$ cat config.mk
export PLATFORM = sky130hd
export DESIGN_NAME = alu_exec_cdb_driver
export DESIGN_NICKNAME = d
export VERILOG_FILES = /design/src/rtl/alu_exec_cdb_driver.sv
export SDC_FILE = /design/constraint.sdc
export NUM_CORES = 2
export LEC_CHECK = 0
export ABC_AREA = 1
export BUFFER_PORTS_ARGS = -buffer_cell sky130_fd_sc_hd__buf_2
export CAP_MARGIN = 20
export CORE_ASPECT_RATIO = 0.7
export CORE_MARGIN = 3
export CORE_UTILIZATION = 52
export CTS_BUF_LIST = sky130_fd_sc_hd__clkbuf_4 sky130_fd_sc_hd__clkbuf_8 sky130_fd_sc_hd__clkbuf_16
export DETAILED_ROUTE_END_ITERATION = 10
export PLACE_DENSITY = 0.66
export SYNTH_ARGS = -nofsm -noshare
export SYNTH_HDL_FRONTEND = slang
export SYNTH_SLANG_ARGS = --single-unit
$ cat constraint.sdc
create_clock -name clk -period 5.4 [get_ports clk]
set_clock_uncertainty 0.1 [all_clocks]
set_input_delay 0.27 -clock clk [delete_from_list [all_inputs] [get_ports clk]]
set_output_delay 0.27 -clock clk [all_outputs]
set_load 0.01 [all_outputs]
$ cat src/rtl/alu_exec_cdb_driver.sv
`default_nettype none
// ============================================================================
// Module   : alu_exec_cdb_driver (with mips_core_pkg)
// Brief    : ALU execute unit, multi-cycle multiply, result FIFO, CDB driver.
// Revision : 1.0 - initial release
// ============================================================================

package mips_core_pkg;
    typedef enum logic [3:0] {
        ALU_ADD  = 4'd0,
        ALU_ADDU = 4'd1,
        ALU_SUB  = 4'd2,
        ALU_SUBU = 4'd3,
        ALU_AND  = 4'd4,
        ALU_OR   = 4'd5,
        ALU_XOR  = 4'd6,
        ALU_NOR  = 4'd7,
        ALU_SLT  = 4'd8,
        ALU_SLTU = 4'd9,
        ALU_SLL  = 4'd10,
        ALU_SRL  = 4'd11,
        ALU_SRA  = 4'd12,
        ALU_LUI  = 4'd13,
        ALU_MUL  = 4'd14,
        ALU_NOP  = 4'd15
    } alu_ctl_t;
endpackage

module alu_exec_cdb_driver
    import mips_core_pkg::*;
#(
    parameter int RESULT_DEPTH = 4,
    parameter int MUL_LATENCY  = 4,
    parameter int TAG_WIDTH    = 5
) (
    input  logic                 clk,
    input  logic                 rst_n,
    input  logic                 rs_valid,
    input  alu_ctl_t             rs_alu_ctl,
    input  logic [TAG_WIDTH-1:0] rs_tag,
    input  logic [31:0]          rs_op1,
    input  logic [31:0]          rs_op2,
    input  logic                 flush,
    input  logic                 cdb_grant,
    output logic                 stall,
    output logic                 cdb_valid,
    output logic [TAG_WIDTH-1:0] cdb_tag,
    output logic [31:0]          cdb_data,
    output logic                 mul_busy
);

    localparam int PW   = (RESULT_DEPTH > 1) ? $clog2(RESULT_DEPTH) : 1;
    localparam int CNTW = PW + 1;
    localparam int MCW  = (MUL_LATENCY > 1) ? $clog2(MUL_LATENCY) : 1;

    localparam logic [CNTW-1:0] c_FULL     = CNTW'(RESULT_DEPTH);
    localparam logic [MCW-1:0]  c_MUL_LOAD = MCW'(MUL_LATENCY - 1);

    localparam logic [0:0] S_IDLE = 1'b0;
    localparam logic [0:0] S_BUSY = 1'b1;

    logic [0:0]           r_state;
    logic [MCW-1:0]       r_mul_cnt;
    logic [TAG_WIDTH-1:0] r_mul_tag;
    logic [31:0]          r_mul_data;

    logic [TAG_WIDTH-1:0] r_tag_mem  [RESULT_DEPTH];
    logic [31:0]          r_data_mem [RESULT_DEPTH];
    logic [PW-1:0]        r_wr_ptr;
    logic [PW-1:0]        r_rd_ptr;
    logic [CNTW-1:0]      r_count;

    logic                 w_accept;
    logic                 w_is_mul;
    logic                 w_mul_done;
    logic                 w_push;
    logic                 w_pop;
    logic [TAG_WIDTH-1:0] w_push_tag;
    logic [31:0]          w_push_data;
    logic [31:0]          w_alu_result;
    logic [31:0]          w_mul_product;

    assign mul_busy  = (r_state == S_BUSY);
    assign stall     = (r_count == c_FULL) || mul_busy;
    assign w_accept  = rs_valid && !stall && !flush;
    assign w_is_mul  = (rs_alu_ctl == ALU_MUL);

    assign cdb_valid = (r_count != '0);
    assign cdb_tag   = r_tag_mem[r_rd_ptr];
    assign cdb_data  = r_data_mem[r_rd_ptr];

    assign w_mul_product = rs_op1 * rs_op2;
    assign w_mul_done    = mul_busy && (r_mul_cnt == '0);
    // Accept cannot happen in BUSY, so the two push sources are exclusive.
    assign w_push      = (w_accept && !w_is_mul) || w_mul_done;
    assign w_push_tag  = w_mul_done ? r_mul_tag  : rs_tag;
    assign w_push_data = w_mul_done ? r_mul_data : w_alu_result;
    assign w_pop       = cdb_valid && cdb_grant && !flush;

    always_comb begin
        w_alu_result = 32'h0;
        case (rs_alu_ctl)
            ALU_ADD, ALU_ADDU: w_alu_result = rs_op1 + rs_op2;
            ALU_SUB, ALU_SUBU: w_alu_result = rs_op1 - rs_op2;
            ALU_AND:  w_alu_result = rs_op1 & rs_op2;
            ALU_OR:   w_alu_result = rs_op1 | rs_op2;
            ALU_XOR:  w_alu_result = rs_op1 ^ rs_op2;
            ALU_NOR:  w_alu_result = ~(rs_op1 | rs_op2);
            ALU_SLT:  w_alu_result = {31'h0, $signed(rs_op1) < $signed(rs_op2)};
            ALU_SLTU: w_alu_result = {31'h0, rs_op1 < rs_op2};
            ALU_SLL:  w_alu_result = rs_op2 << rs_op1[4:0];
            ALU_SRL:  w_alu_result = rs_op2 >> rs_op1[4:0];
            ALU_SRA:  w_alu_result = $signed(rs_op2) >>> rs_op1[4:0];
            ALU_LUI:  w_alu_result = {rs_op2[15:0], 16'h0};
            default:  w_alu_result = 32'h0;
        endcase
    end

    always_ff @(posedge clk or negedge rst_n) begin
        if (!rst_n) begin
            r_state    <= S_IDLE;
            r_mul_cnt  <= '0;
            r_mul_tag  <= '0;
            r_mul_data <= '0;
        end else if (flush) begin
            r_state   <= S_IDLE;
            r_mul_cnt <= '0;
        end else begin
            case (r_state)
                S_IDLE: begin
                    if (w_accept && w_is_mul) begin
                        r_state    <= S_BUSY;
                        r_mul_cnt  <= c_MUL_LOAD;
                        r_mul_tag  <= rs_tag;
                        r_mul_data <= w_mul_product;
                    end
                end
                S_BUSY: begin
                    if (r_mul_cnt == '0) begin
                        r_state <= S_IDLE;
                    end else begin
                        r_mul_cnt <= r_mul_cnt - 1'b1;
                    end
                end
                default: r_state <= S_IDLE;
            endcase
        end
    end

    // Storage is reset too so the CDB bus reads zero out of reset.
    always_ff @(posedge clk or negedge rst_n) begin
        if (!rst_n) begin
            for (int i = 0; i < RESULT_DEPTH; i++) begin
                r_tag_mem[i]  <= '0;
                r_data_mem[i] <= '0;
            end
            r_wr_ptr <= '0;
            r_rd_ptr <= '0;
            r_count  <= '0;
        end else if (flush) begin
            r_wr_ptr <= '0;
            r_rd_ptr <= '0;
            r_count  <= '0;
        end else begin
            if (w_push) begin
                r_tag_mem[r_wr_ptr]  <= w_push_tag;
                r_data_mem[r_wr_ptr] <= w_push_data;
                r_wr_ptr             <= r_wr_ptr + 1'b1;
            end
            if (w_pop) begin
                r_rd_ptr <= r_rd_ptr + 1'b1;
            end
            r_count <= r_count + CNTW'(w_push) - CNTW'(w_pop);
        end
    end

endmodule

`default_nettype wire

==> key figures <==
Clock tree
  • Htree depth: 4
  • Clock-pin slew on the worst setup and hold paths: 90 ps
  • Clock sink count: approximately 200
  • Clk root buf: clkbuf_16
  • Longest Clk Path Bufs: 2
  • CTS tree: done
  • Clk Latency, worst-skew pair: approximately 470 ps
  • Cts bufs inserted: 17

Route
  • Total wire length: approximately 160 mm
  • 1st-pass router iterations: 8
  • Post-DRT Antenna Nets: 0
  • Avg Vias per Cell: around 5.8
  • Residual DRC: 0
  • Initial DRC Count: between 5000 and 6000
  • Vias post-DR: 38000
  • Wire per inst: ~24 um

Synth
  • Cell area after synthesis: between 30000 and 40000 um^2
  • Synth Instances: roughly 5400
  • Ys async rst share: 100%
  • Top_reg_cell synth: dfrtp_1
  • Synth Register Bits: between 150 and 200
  • Seq/Total Area, Yosys: between 10% and 20%
  • Yosys warnings: 0
  • Synth unique cells: 55
  • Mean Syn Cell Area: roughly 6.5 um^2
  • Syn_nets: just over 6000
  • EDFF count, synth: 0

Worst setup path
  • Worst path arrival time: 6360 ps
  • FF-to-FF path depth: 11
  • Critical path type: in -> reg
  • Crit. End Element: flop
  • Crit-path max FO: 7
  • CP startpoint kind: input port
  • Required @ worst endpoint: about 5700 ps

Floorplanning
  • Top Ports: ~120
  • DIE WIDTH: between 300 and 400 um
  • Initial Util: between 50% and 60%
  • Die Area: 70800 um^2
  • Row count: around 80
  • CORE AREA: approximately 67000 um^2
  • Die height: ~220 um

Cells and area
  • Commonest non-fill, non-tap cell in the layout: nand2_1
  • Nets: 6395
  • Share of cells above drive strength 1: roughly 15%
  • Final Instance Area: 41800 um^2
  • Fill count: 6016
  • Most frequent cells in the layout: nand2_1 (1844), inv_1 (978), buf_4 (373)
  • Area delta synth->final: 18.8%
  • Final core utilization: a little over three fifths

Place
  • DP HPWL: 126 mm
  • Worst slack at placement: -1320 ps
  • Placed inst area: 39300 um^2
  • Port bufs: ~120
  • Routability cong.: 1.06

Global routing
  • GR Util All Layers: a little over two fifths
  • First-pass GRT wire length: between 200 and 250 mm
  • GR peak layer: met1
  • Largest net degree at the start of global routing: between 150 and 200
  • Grt met1 use: 66.9%
  • Global route overflow: 0
  • Vias in the first global route: roughly 35000
  • Initial antenna violation count: 1
  • Met3 Use GR: roughly 17%
  • Met2 Usage GRT: about 55%

STA
  • Hold Vio Cnt, Final: 0
  • Post-Route Setup TNS: -10570 ps
  • Crit share post-route: 113%
  • Slew Viols, Final: 0
  • Post-route worst setup slack: -694 ps
  • F_max: 0.164 GHz
  • Slew headroom: between 20% and 30%
  • Final setup viols: 22
  • Slew @ Worst Pin: roughly 1100 ps
  • RSZ-0062 raised after global routing: true
  • Final min period: roughly 6100 ps

Outcome
  • Failing checks: negative setup slack
  • Status: finished, violations left

Min path
  • Type of the worst min-delay path: in -> reg
  • Hold path cells: 3

Job
  • Max-capacitance violation count: 0
==> per-stage QoR <==
stage	hold WS [ps]	cells
floorplan	-126	5378
global placement	92.1	6497
detailed placement	95.3	6497
CTS	2.94	6574
global route	33.7	6584
finish	32.3	6585
==> cell usage after synthesis, drive strengths merged, types with 9 or more instances <==
| master | instances | area (um^2) |
|---|---|---|
| nand2 | 1885 | 7090 |
| inv | 1041 | 3910 |
| fa | 411 | 8230 |
| o21ai | 322 | 1630 |
| nor2 | 277 | 1070 |
| nand3 | 255 | 1280 |
| ha | 226 | 2830 |
| dfrtp | 195 | 4880 |
| a21oi | 182 | 911 |
| clkbuf | 137 | 517 |
| buf | 133 | 637 |
| o22ai | 58 | 363 |
| nand4 | 45 | 282 |
| o211ai | 27 | 203 |
| nor3 | 21 | 110 |
| nand3b | 20 | 150 |
| o21bai | 17 | 128 |
| or2 | 16 | 100 |
| a31oi | 15 | 93.8 |
| a21o | 13 | 97.6 |
| xor2 | 11 | 96.3 |
| a21boi | 9 | 67.6 |
| a221oi | 9 | 78.8 |
==> flip-flops by register name, summed over array words and instances (netlist names) <==
name	flops
mul_busy	1
r_count	3
r_data_mem	128
r_mul_cnt	2
r_mul_data	32
r_mul_tag	5
r_rd_ptr	2
r_tag_mem	20
r_wr_ptr	2
==> final cells by class <==
type / count / area (um^2) / area share, %
diodes: 1 / 2.50 / 0.00599
clock buffers: 17 / 425 / 1.02
clock inverters: 15 / 240 / 0.575
multi-input cells: 3870 / 26600 / 63.7
well taps: 891 / 1110 / 2.67
flip-flops and latches: 195 / 4880 / 11.7
repair buffers: 553 / 4600 / 11.0
inverters: 1043 / 3920 / 9.38
==> routing by layer <==
layer  part of all wire [%]  wire length, um
met1                     43            67200
met2                     37            58200
met3                     16            25400
met4                    3.1             4890
met5                      0                0
==> final timing paths <==
check                                     from              end  slack (ps)
worst max register to register    r_mul_cnt[0]   r_data_mem[14]        2190
max in group asynchronous                rst_n   r_data_mem[26]        3740
min in group asynchronous                rst_n  r_data_mem[105]         150
worst min-delay path                 cdb_grant      r_rd_ptr[0]          30
worst min register to register  r_data_mem[33]   r_data_mem[33]         380
worst max-delay path                rs_op1[22]   r_mul_data[29]        -690
==> worst max-delay path, stage by stage <==
cell	delay [ps]
buf_2	230
nand2_1	120
fa_2	540
inv_1	50
fa_2	510
inv_1	50
fa_1	460
fa_1	570
inv_1	70
fa_1	490
fa_1	610
fa_1	470
fa_2	590
ha_4	230
a21oi_2	160
o21ai_1	90
a21oi_1	150
nand3_2	120
a31o_4	250
or2_4	230
nand3_2	60
nand2_1	50
==> kinds of logic after synthesis <==
group                    Yosys count  synth area share (%)
AND/OR/NAND/NOR                 2530                  28.9
flip-flops                       195                  13.9
XOR/XNOR                          17                 0.423
multiplexers                       7                 0.199
buffers and inverters           1313                  14.4
AO/OA/AOI/OAI                    679                  10.8
adder cells (fa/ha/maj)          637                  31.4
==> what timing repair did <==
item / 4_1_cts / 5_1_grt
gates cloned: 4 / 0
hold endpoints to repair: 41 / 0
buffers inserted: 37 / 17
endpoints found under the setup margin: 22 / 23
pin swaps: 90 / 155
resized for setup: 213 / 161
hold buffers: 7 / 0
Power is left out: the tool's default activity adds up to more than one toggle a clock period on the data nets, which glitch-free logic cannot reach.
